===== config.mk =====
export PLATFORM = sky130hd
export DESIGN_NAME = spi_slave
export DESIGN_NICKNAME = d
export VERILOG_FILES = /design/src/rtl/spi_slave.sv
export SDC_FILE = /design/constraint.sdc
export NUM_CORES = 1
export LEC_CHECK = 0
export BUFFER_PORTS_ARGS = -buffer_cell sky130_fd_sc_hd__buf_2
export CELL_PAD_IN_SITES_DETAIL_PLACEMENT = 1
export CELL_PAD_IN_SITES_GLOBAL_PLACEMENT = 1
export CORE_AREA = 2 2 69 71
export CTS_CLUSTER_DIAMETER = 200
export DETAILED_ROUTE_END_ITERATION = 8
export DIE_AREA = 0 0 71 73
export GPL_TIMING_DRIVEN = 1
export MAX_ROUTING_LAYER = met4
export PLACE_DENSITY = 0.73
export SLEW_MARGIN = 40
export SYNTH_ARGS = -nofsm -noshare
export SYNTH_HDL_FRONTEND = slang
export SYNTH_SLANG_ARGS = --single-unit

===== constraint.sdc =====
create_clock -name clk -period 3 [get_ports clk]
set_clock_uncertainty 0.15 [all_clocks]
set_input_delay 0.9 -clock clk [delete_from_list [all_inputs] [get_ports clk]]
set_output_delay 0.9 -clock clk [all_outputs]
set_load 0.01 [all_outputs]

===== src/rtl/spi_slave.sv =====
// SPI slave front end: deserialises SS_n-framed MOSI commands into 10-bit words and
// serialises 8-bit RAM read data on MISO. Define SPI_MISO_REG_EN to drive MISO from a flop.
module spi_slave (
  input  logic       clk,
  input  logic       rst_n,
  input  logic       SS_n,
  input  logic       MOSI,
  input  logic [7:0] tx_data,
  input  logic       tx_valid,
  output logic [9:0] rx_data,
  output logic       rx_valid,
  output logic       MISO
);

  typedef enum logic [2:0] {
    IDLE,
    CHK_CMD,
    WRITE,
    READ_ADD,
    READ_DATA
  } state_e;

  state_e     state_q, state_d;
  logic [3:0] bit_cnt_q, bit_cnt_d;
  logic [9:0] rx_shift_q, rx_shift_d;
  logic [7:0] tx_shift_q, tx_shift_d;
  logic [9:0] rx_data_q, rx_data_d;
  logic       rx_valid_q, rx_valid_d;
  logic       rd_addr_flag_q, rd_addr_flag_d;
  logic       tx_done_q, tx_done_d;
  logic       in_word;
  logic       tx_active;

  assign in_word   = (state_q == WRITE) || (state_q == READ_ADD) || (state_q == READ_DATA);
  assign tx_active = (state_q == READ_DATA) && tx_done_q;

  always_ff @(posedge clk or negedge rst_n) begin
    if (!rst_n) begin
      state_q        <= IDLE;
      bit_cnt_q      <= '0;
      rx_shift_q     <= '0;
      tx_shift_q     <= '0;
      rx_data_q      <= '0;
      rx_valid_q     <= 1'b0;
      rd_addr_flag_q <= 1'b0;
      tx_done_q      <= 1'b0;
    end else begin
      state_q        <= state_d;
      bit_cnt_q      <= bit_cnt_d;
      rx_shift_q     <= rx_shift_d;
      tx_shift_q     <= tx_shift_d;
      rx_data_q      <= rx_data_d;
      rx_valid_q     <= rx_valid_d;
      rd_addr_flag_q <= rd_addr_flag_d;
      tx_done_q      <= tx_done_d;
    end
  end

  always_comb begin
    state_d = state_q;
    if (SS_n) begin
      state_d = IDLE;
    end else begin
      case (state_q)
        IDLE:    state_d = CHK_CMD;
        CHK_CMD: begin
          if (!MOSI)               state_d = WRITE;
          else if (rd_addr_flag_q) state_d = READ_DATA;
          else                     state_d = READ_ADD;
        end
        default: state_d = state_q;
      endcase
    end
  end

  always_comb begin
    bit_cnt_d      = bit_cnt_q;
    rx_shift_d     = rx_shift_q;
    tx_shift_d     = tx_shift_q;
    rx_data_d      = rx_data_q;
    rx_valid_d     = 1'b0;
    rd_addr_flag_d = rd_addr_flag_q;
    tx_done_d      = tx_done_q;
    if (SS_n) begin
      bit_cnt_d  = '0;
      tx_shift_d = '0;
      tx_done_d  = 1'b0;
    end else begin
      // The counter saturates at 10 so trailing bits in a long frame are ignored.
      if (in_word && (bit_cnt_q < 4'd10)) begin
        rx_shift_d = {rx_shift_q[8:0], MOSI};
        bit_cnt_d  = bit_cnt_q + 4'd1;
        if (bit_cnt_q == 4'd9) begin
          rx_data_d  = {rx_shift_q[8:0], MOSI};
          rx_valid_d = 1'b1;
          if (state_q == READ_ADD)  rd_addr_flag_d = 1'b1;
          if (state_q == READ_DATA) rd_addr_flag_d = 1'b0;
        end
      end
      // Zero-fill on shift leaves MISO low once all eight bits have gone out.
      if ((state_q == READ_DATA) && (bit_cnt_q == 4'd10)) begin
        if (tx_done_q) begin
          tx_shift_d = {tx_shift_q[6:0], 1'b0};
        end else if (tx_valid) begin
          tx_shift_d = tx_data;
          tx_done_d  = 1'b1;
        end
      end
    end
  end

  assign rx_data  = rx_data_q;
  assign rx_valid = rx_valid_q;

`ifdef SPI_MISO_REG_EN
  logic miso_q, miso_d;

  always_comb begin
    miso_d = 1'b0;
    if (!SS_n && tx_active) miso_d = tx_shift_q[7];
  end

  always_ff @(posedge clk or negedge rst_n) begin
    if (!rst_n) miso_q <= 1'b0;
    else        miso_q <= miso_d;
  end

  assign MISO = miso_q;
`else
  assign MISO = tx_active && tx_shift_q[7];
`endif

endmodule


==> After elaboration in Yosys (flattened, before gate mapping) <==
Cells that the tools add are included.
{ "classes": {"add_sub_neg": 1, "order_cmp": 1, "eq_ne": 6, "n_mux": 19, "bitwise_logic": 1, "reduce_logical": 16} }
{ "ops": {"columns": ["operator", "n"], "rows": [
  ["8-bit two-way mux", 4],
  ["1-bit two-way mux", 9],
  ["3-bit two-way mux", 3],
  ["4-bit equality test, second input constant", 2],
  ["4-bit two-way mux", 2],
  ["3-bit by 2-bit equality test with 1-bit output, second input constant", 2],
  ["3-bit one-hot mux with 2 select lines", 1],
  ["2-bit nonzero test", 3],
  ["3-bit nonzero test", 2],
  ["4-bit by 1-bit adder with 4-bit output, second input constant", 1],
  ["1-bit logical AND", 4],
  ["4-bit less-than comparator, second input constant", 1],
  ["2-bit AND reduction", 2],
  ["4-bit AND reduction", 1],
  ["3-bit by 1-bit equality test with 1-bit output, second input constant", 1],
  ["3-bit equality test, second input constant", 1],
  ["3-bit zero test", 1],
  ["3-bit AND reduction", 1],
  ["1-bit logical OR", 2],
  ["1-bit inverter", 1]
]} }
{ "word_totals": {"register_bits": 37, "in_bits": 13, "output_inout_bits": 12, "wordCells": 52} }

==> Depth between registers and ports, before layout <==
Gate-level depths: netlist of the first run.
{ "depth": {"ltp_word": 6, "depth_mapped": 7, "mapped_depth_nobuf": 5} }

==> Least setup slack after synthesis of the first run <==
No wires, ideal clock.
{ "synth_timing": {"kind": "input port to flip-flop", "from": "input port SS_n", "to": "register rx_data_q[0] (netlist: rx_data[0])", "setup_time_ns": 0.125, "t_arrival_ns": 1.960, "t_required_ns": 2.725, "setup_slack_ns": 0.766, "path_stages": 4, "path_buffers": 1, "cell_sequence": "nor4b_1 > o211ai_1 > buf_2 > mux2_2"} }
{ "synth_between": {"elab_chain_len": 2} }
{ "synth_rtl": {"columns": ["element", "line", "source"], "rows": [
  ["start: declaration", "6", "input logic SS_n,"],
  ["1-bit inverter (no source line)", null, null],
  ["3-bit AND reduction (no source line)", null, null],
  ["end signal: assignment", "52", "rx_data_q <= rx_data_d;"],
  ["end: declaration", "27", "logic [9:0] rx_data_q, rx_data_d;"]
]} }
No other way between the ends.
A chain may end at the register's enable or synchronous reset.

==> Worst setup path in the final report of the first run <==
{ "layout_timing": {"from": "register state_q[0]", "to": "output port MISO"} }
{ "layout_between": {"elab_chain_len": 3} }
{ "layout_rtl": {"columns": ["element", "line", "source"], "rows": [
  ["start: declaration", "23", "state_e state_q, state_d;"],
  ["start signal: assignment", "48", "state_q <= state_d;"],
  ["3-bit equality test", "35", "assign tx_active = (state_q == READ_DATA) && tx_done_q;"],
  ["1-bit logical AND", "35", null],
  ["1-bit logical AND", "130", "assign MISO = tx_active && tx_shift_q[7];"],
  ["end: declaration", "12", "output logic MISO"]
]} }
No other way between the ends.

==> load_flow_metrics.sql, run 1 <==
INSERT INTO impl_metrics (metric_group, metric, value, unit) VALUES
('cells_and_area', 'post_route_cells_drive_above_1_share', '34.8', '%'),
('route', 'viasPerCell', '5.34', ''),
('synthesis', 'yosys_register_bits', '37', ''),
('timing', 'timing.setup.tns', '0', 'ns'),
('placed_design', 'dpl-instance-area', '1870', 'µm²'),
('global_routing', 'grt_first_pass_wirelength', '6350', 'µm'),
('route', 'drt_drc_violations_left', '0', ''),
('cts', 'path_clk_slew', '0.07', 'ns'),
('synthesis', 'synth_xor_xnor_area_share', '0', '%'),
('cts', 'cts.repair.resized', '0', ''),
('global_routing', 'total_grt_overflow', '0', ''),
('placed_design', 'gp_congestion', '0.775', ''),
('timing', 'fin_worst_hold_slack', '0.349', 'ns'),
('synthesis', 'yosys_warnings', '0', ''),
('cells_and_area', 'antenna_cells', '0', ''),
('global_routing', 'grt_start_max_net_pins', '38', ''),
('power', 'total_power', '1.22', 'mW'),
('critical_path', 'crit_path_end_kind', 'output pin', ''),
('synthesis', 'synth-seq-area-share', '54.1', '%'),
('cts', 'tritoncts', 'done', ''),
('die', 'design.die.area', '5180', 'µm²'),
('global_routing', 'groute.usage.overall', '16.4', '%'),
('power', 'powerDensity', '625', 'nW/µm²'),
('route', 'wl_per_cell', '17.1', 'µm'),
('synthesis', 'synth-adder-area-share', '2.19', '%'),
('critical_path', 'arrival_time_at_the_worst_endpoint', '1.55', 'ns'),
('route', 'routed_wl', '3720', 'µm'),
('route', 'via_count', '1165', ''),
('die', 'ios', '25', ''),
('cells_and_area', 'multi_input_area', '711', 'µm²'),
('cts', 'h_tree_levels', '2', ''),
('global_routing', 'antenna_violations_before_repair', '0', ''),
('power', 'maximum_vdd_drop', '0.242', 'mV'),
('synthesis', 'synth_compound_area_share', '13.3', '%'),
('critical_path', 'required_time_reported_for_the_critical_path_endpoint', '1.95', 'ns'),
('cells_and_area', 'layout.cells.most_common', 'dfrtp_1', ''),
('placed_design', 'detailed_place_hpwl', '2660', 'µm'),
('die', 'rows', '25', ''),
('cts', 'tritoncts.num_buffers', '5', ''),
('timing', 'slew_headroom', '63.6', '%'),
('cts', 'clkSinkCount', '37', ''),
('critical_path', 'worst-path-max-fanout', '9', ''),
('cts', 'insertion_delay', '0.29', 'ns'),
('cts', 'ctsRootBufferMaster', 'clkbuf_8', ''),
('timing', 'setup_viol', '0', ''),
('timing', 'post-route-period-util', '86.8', '%'),
('cells_and_area', 'final_cell_mix', '37 x dfrtp_1, 23 x buf_2, 21 x mux2_2', ''),
('cts', 'clock_path_buffers', '2', ''),
('route', 'drt_iter0_markers', '46', ''),
('synthesis', 'post_synth_inst_count', '139', ''),
('timing', 'rsz0062_at_grt', 'false', ''),
('timing', 'worst_slew_pin_slew', '0.539', 'ns'),
('timing', 'final-hold-violation-count', '0', ''),
('cells_and_area', 'num-nets-final', '180', ''),
('job', 'maxCapViolCount', '0', ''),
('placed_design', 'place.detailed.instances', '211', ''),
('route', 'antenna_left', '0', ''),
('synthesis', 'synth-simple-area-share', '8.12', '%'),
('cts', 'cts_hold_repair.buffers', '0', ''),
('timing', 'max_slew_violations', '0', ''),
('power', 'power.static_leakage', '0.939', 'nW'),
('cts', 'post-cts-setup-buffer-count', '0', ''),
('synthesis', 'synth_top_family_by_area', 'multiplexers', ''),
('die', 'floorplan.initialDensity', '37.7', '%'),
('timing', 'max_freq', '384', 'MHz'),
('cells_and_area', 'final-instance-count-excl-fill', '218', ''),
('worst_hold_path', 'hp-class', 'reg -> reg', ''),
('outcome', 'status', 'completed', ''),
('die', 'die_width', '71', 'µm'),
('synthesis', 'syn_area_per_cell', '12.3', 'µm²'),
('cells_and_area', 'finalInstanceArea', '1960', 'µm²'),
('cells_and_area', 'sequential_cell_area', '926', 'µm²'),
('die', 'height_of_the_chip', '73', 'µm'),
('synthesis', 'synth_area', '1710', 'µm²'),
('route', 'dr.pass1.iters', '4', ''),
('critical_path', 'setup.worst_path.class', 'reg -> out', ''),
('synthesis', 'netlist-cell-type-count', '33', ''),
('placed_design', 'io_buffer_count', '24', ''),
('synthesis', 'muxShareOfSynthArea', '17.9', '%'),
('global_routing', 'grt_pass1_vias', '1333', ''),
('timing', 'final_period_minus_worst_setup_slack', '2.60', 'ns'),
('critical_path', 'critPathLaunchType', 'flop', ''),
('cells_and_area', 'area_growth', '14.5', '%'),
('cells_and_area', 'num-fill-cells', '482', ''),
('die', 'core_region_area', '4540', 'µm²'),
('synthesis', 'postSynthNetCount', '155', '');
-- cells in the mapped netlist --
master / count / area share [%]
nand4_1: 2 / 0.73
mux2i_1: 7 / 4.1
a31oi_1: 3 / 1.1
or3b_4: 1 / 0.66
buf_2: 2 / 0.59
and3_1: 1 / 0.37
a211oi_4: 1 / 1.2
o2111ai_1: 1 / 0.51
mux2_2: 21 / 14
nor4b_2: 1 / 0.88
ha_1: 3 / 2.2
dfrtp_1: 37 / 54
buf_6: 1 / 0.66
and2_0: 1 / 0.37
nand2b_1: 2 / 0.73
a2bb2oi_1: 1 / 0.51
nand2_1: 2 / 0.44
nor4b_1: 1 / 0.51
nor2b_1: 2 / 0.73
inv_1: 8 / 1.8
o211ai_1: 1 / 0.44
clkbuf_1: 4 / 0.88
nor3b_1: 1 / 0.44
o211a_1: 1 / 0.59
a211oi_1: 10 / 4.4
o21ai_0: 1 / 0.29
o21bai_1: 1 / 0.44
o21a_1: 1 / 0.44
a21oi_1: 10 / 2.9
nand4b_1: 1 / 0.51
nor2_1: 8 / 1.8
buf_4: 1 / 0.44
a21o_2: 1 / 0.51
-- logic make-up (layout without fill, tap and decap cells) --
family,after synthesis,after routing
muxes,28,28
DFF,37,37
and+or+nand+nor,23,23
AOI/OAI and AO/OA,32,32
adders and majority gates,3,3
buffers and inverters,16,41
-- power by group --
part           switching (mW)  total [mW]  internal (mW)
registers              0.0844       0.663          0.578
clock network           0.166       0.348          0.182
logic                   0.101       0.212          0.112
total                   0.351        1.22          0.872
-- metrics by stage --
stage / worst slack [ns] / util, %
floorplan: 0.766 / -
global placement: 0.457 / 41.2
detailed placement: 0.404 / 41.2
CTS: 0.345 / 43.1
global route: 0.269 / 43.2
finish: 0.397 / 43.2
-- layout make-up --
type / count / share of cell area (%)
Sequential cell: 37 / 47.3
Multi-Input combinational cell: 86 / 36.3
Timing Repair Buffer: 26 / 7.03
Clock buffer: 7 / 4.41
Tap cell: 54 / 3.45
Inverter: 8 / 1.53
-- state kept, by name, summed over array words and instances (netlist names) --
signal / flops
tx_shift_q: 8
rx_shift_q: 9
bit_cnt_q: 4
rx_valid: 1
tx_done_q: 1
state_q: 3
rx_data: 10
rd_addr_flag_q: 1
-- routing by layer --
layer | part of all wire [%] | GRT usage, %
met1 | 41 | 17.8
met2 | 52 | 27.7
met4 | 3.2 | 8.81
met3 | 3.4 | 4.28
met5 | 0 | -
-- worst max-delay path: stages, from the launching register on --
cell and delay (ns):
dfrtp_1 0.49, nor3b_1 0.44, and3_1 0.22, buf_2 0.13
-- final timing paths --
check / startpoint / endpoint / slack (ns) / cells past startpoint
setup / recovery: state_q[0] / MISO / 0.40 / 3
hold / removal: rx_data[1] / rx_data[1] / 0.35 / 1
setup reg to reg: state_q[0] / rx_shift_q[4] / 0.85 / 3
hold reg to reg: rx_data[1] / rx_data[1] / 0.35 / 1
max in group asynchronous: rst_n / rx_shift_q[8] / 1.95 / 1
min in group asynchronous: rst_n / bit_cnt_q[0] / 0.41 / 1
No activity file was read; power rests on OpenSTA's default activity.
==> run 2, diff against run 1 <==
--- a/config.mk
+++ b/config.mk
@@ -14,7 +14,7 @@
 export DIE_AREA = 0 0 71 73
 export GPL_TIMING_DRIVEN = 1
 export MAX_ROUTING_LAYER = met4
-export PLACE_DENSITY = 0.73
+export PLACE_DENSITY = 0.75
 export SLEW_MARGIN = 40
 export SYNTH_ARGS = -nofsm -noshare
 export SYNTH_HDL_FRONTEND = slang
==> constraint.sdc (replaced) <==
create_clock -name clk -period 2.3 [get_ports clk]
set_clock_uncertainty 0.15 [all_clocks]
set_input_delay 0.69 -clock clk [delete_from_list [all_inputs] [get_ports clk]]
set_output_delay 0.69 -clock clk [all_outputs]
set_load 0.01 [all_outputs]
==> run 2 against run 1 <==
Net effect:
- die area stayed put
- worst setup slack worse by 0.28 ns
- flip-flop and latch count stayed put
- register-to-register slack worse by 0.52 ns
- highest routed layer unchanged
- clock power up 73%
- sequential share of layout area fell by 1.8 points
- critical endpoint unchanged
- cell count rose by 3.2%
- sequential power grew 30%
- count of clock-buffer cells in the layout is 1 lower
- largest cell class unchanged
- via count grew 3.7%
==> load_flow_metrics.sql, run 2 (synthesis gave the netlist of run 1 again) <==
INSERT INTO impl_metrics (metric_group, metric, value, unit) VALUES
('cells_and_area', 'final_cell_mix', '35 x dfrtp_1, 24 x buf_2, 21 x mux2_2', ''),
('cts', 'insertion_delay', '0.30', 'ns'),
('critical_path', 'slack_of_the_worst_reg_to_reg_path', '0.33', 'ns'),
('critical_path', 'r2r_end', 'rx_shift_q[2]', ''),
('power', 'power.static_leakage', '0.983', 'nW'),
('cts', 'tritoncts.num_buffers', '5', ''),
('route', 'routed_wl', '3700', 'µm'),
('timing', 'max_slew_violations', '0', ''),
('cells_and_area', 'post_route_cells_drive_above_1_share', '39.8', '%'),
('power', 'powerDensity', '860', 'nW/µm²'),
('global_routing', 'antenna_violations_before_repair', '0', ''),
('placed_design', 'detailed_place_hpwl', '2610', 'µm'),
('critical_path', 'worst-path-max-fanout', '7', ''),
('global_routing', 'total_grt_overflow', '0', ''),
('cells_and_area', 'largest_register_ffs', '10', ''),
('power', 'maximum_vdd_drop', '0.344', 'mV'),
('route', 'via_count', '1208', ''),
('timing', 'setup_viol', '0', ''),
('cts', 'tritoncts', 'done', ''),
('route', 'drt_drc_violations_left', '0', ''),
('cells_and_area', 'area_growth', '19.4', '%'),
('placed_design', 'gp_congestion', '0.755', ''),
('placed_design', 'dpl-instance-area', '1910', 'µm²'),
('route', 'dr.pass1.iters', '4', ''),
('die', 'die_width', '71', 'µm'),
('cts', 'clock_path_buffers', '2', ''),
('route', 'viasPerCell', '5.37', ''),
('job', 'maxCapViolCount', '0', ''),
('outcome', 'status', 'completed', ''),
('timing', 'layout_setup_ws', '0.120', 'ns'),
('critical_path', 'critPathLaunchType', 'flop', ''),
('route', 'drt_iter0_markers', '54', ''),
('timing', 'rsz0062_at_grt', 'false', ''),
('critical_path', 'r2r_start', 'state_q[0]', ''),
('critical_path', 'setup.worst_path.class', 'reg -> out', ''),
('timing', 'final-hold-violation-count', '0', ''),
('timing', 'timing.setup.tns', '0', 'ns'),
('timing', 'post-route-period-util', '94.8', '%'),
('cells_and_area', 'antenna_cells', '0', ''),
('critical_path', 'required_time_reported_for_the_critical_path_endpoint', '1.46', 'ns'),
('die', 'ios', '25', ''),
('placed_design', 'io_buffer_count', '24', ''),
('power', 'total_power', '1.76', 'mW'),
('die', 'core_region_area', '4540', 'µm²'),
('cts', 'path_clk_slew', '0.08', 'ns'),
('timing', 'final_period_minus_worst_setup_slack', '2.18', 'ns'),
('critical_path', 'timing.reg2reg.worst_path_depth', '4', ''),
('cts', 'post-cts-setup-buffer-count', '0', ''),
('die', 'rows', '25', ''),
('global_routing', 'groute.usage.overall', '16.4', '%'),
('die', 'floorplan.initialDensity', '37.7', '%'),
('cts', 'cts_hold_repair.buffers', '0', ''),
('cts', 'h_tree_levels', '2', ''),
('cells_and_area', 'num-nets-final', '186', ''),
('die', 'design.die.area', '5180', 'µm²'),
('placed_design', 'place_ws', '0.172', 'ns'),
('timing', 'slew_headroom', '69.3', '%'),
('critical_path', 'arrival_time_at_the_worst_endpoint', '1.34', 'ns'),
('cts', 'ctsRootBufferMaster', 'clkbuf_8', ''),
('route', 'antenna_left', '0', ''),
('cells_and_area', 'finalInstanceArea', '2040', 'µm²'),
('route', 'wl_per_cell', '16.5', 'µm'),
('global_routing', 'grt_pass1_vias', '1315', ''),
('cells_and_area', 'num-fill-cells', '476', ''),
('global_routing', 'grt_first_pass_wirelength', '6200', 'µm'),
('timing', 'max_freq', '459', 'MHz'),
('cells_and_area', 'layout.cells.most_common', 'dfrtp_1', ''),
('timing', 'worst_slew_pin_slew', '0.461', 'ns'),
('die', 'height_of_the_chip', '73', 'µm'),
('cts', 'clkSinkCount', '37', ''),
('cts', 'cts.repair.resized', '1', ''),
('critical_path', 'crit_path_end_kind', 'output pin', ''),
('global_routing', 'grt_start_max_net_pins', '38', ''),
('worst_hold_path', 'hp-class', 'in -> async', '');
[run 2: report_power, final]
group	total [mW]	internal, mW	leakage [nW]	switching (mW)
Clock	0.601	0.353	0.0574	0.248
Sequential	0.864	0.756	0.499	0.109
Combinational	0.292	0.154	0.426	0.138
[run 2: critical path, stage by stage, from the launching register on]
cell and delay, ns:
dfrtp_1 0.48, nor3b_2 0.25, and3_1 0.18, buf_2 0.13
[run 2: cell type report]
type                            count  area [µm²]  area share, %
Timing Repair Buffer               32         180           8.82
Inverter                            8        30.0           1.47
Sequential cell                    37         928           45.5
Tap cell                           54        67.6           3.31
Clock buffer                        6        82.6           4.04
Clock inverter                      2        37.5           1.84
Multi-Input combinational cell     86         716           35.0
[run 2: layer usage]
layer  GRT usage [%]  share of wire [%]  up-vias  routed length [µm]
met3            5.39                3.1        9                 115
met2            27.0                 52       16                1930
li1                -                  -      560                   -
met4            8.18                2.6        0                  97
met5               -                  0        -                   0
met1            18.0                 42      623                1570
[run 2: through the flow]
stage | utilization (%) | hold WS, ns | instances
finish | 45.0 | 0.271 | 225
global route | 45.0 | 0.300 | 225
CTS | 45.0 | 0.282 | 225
detailed placement | 42.2 | 0.345 | 217
global placement | 42.2 | 0.336 | 217
floorplan | - | 0.244 | 139
[run 2: worst max path at each step]
stage          slack [ns]          to  startpoint
2_1_floorplan        0.28  rx_data[0]        SS_n
3_3_place_gp         0.18  rx_data[7]        SS_n
3_5_place_dp         0.17  rx_data[7]        SS_n
4_1_cts              0.07        MISO  state_q[0]
5_1_grt              0.02        MISO  state_q[2]
6_report             0.12        MISO  state_q[2]
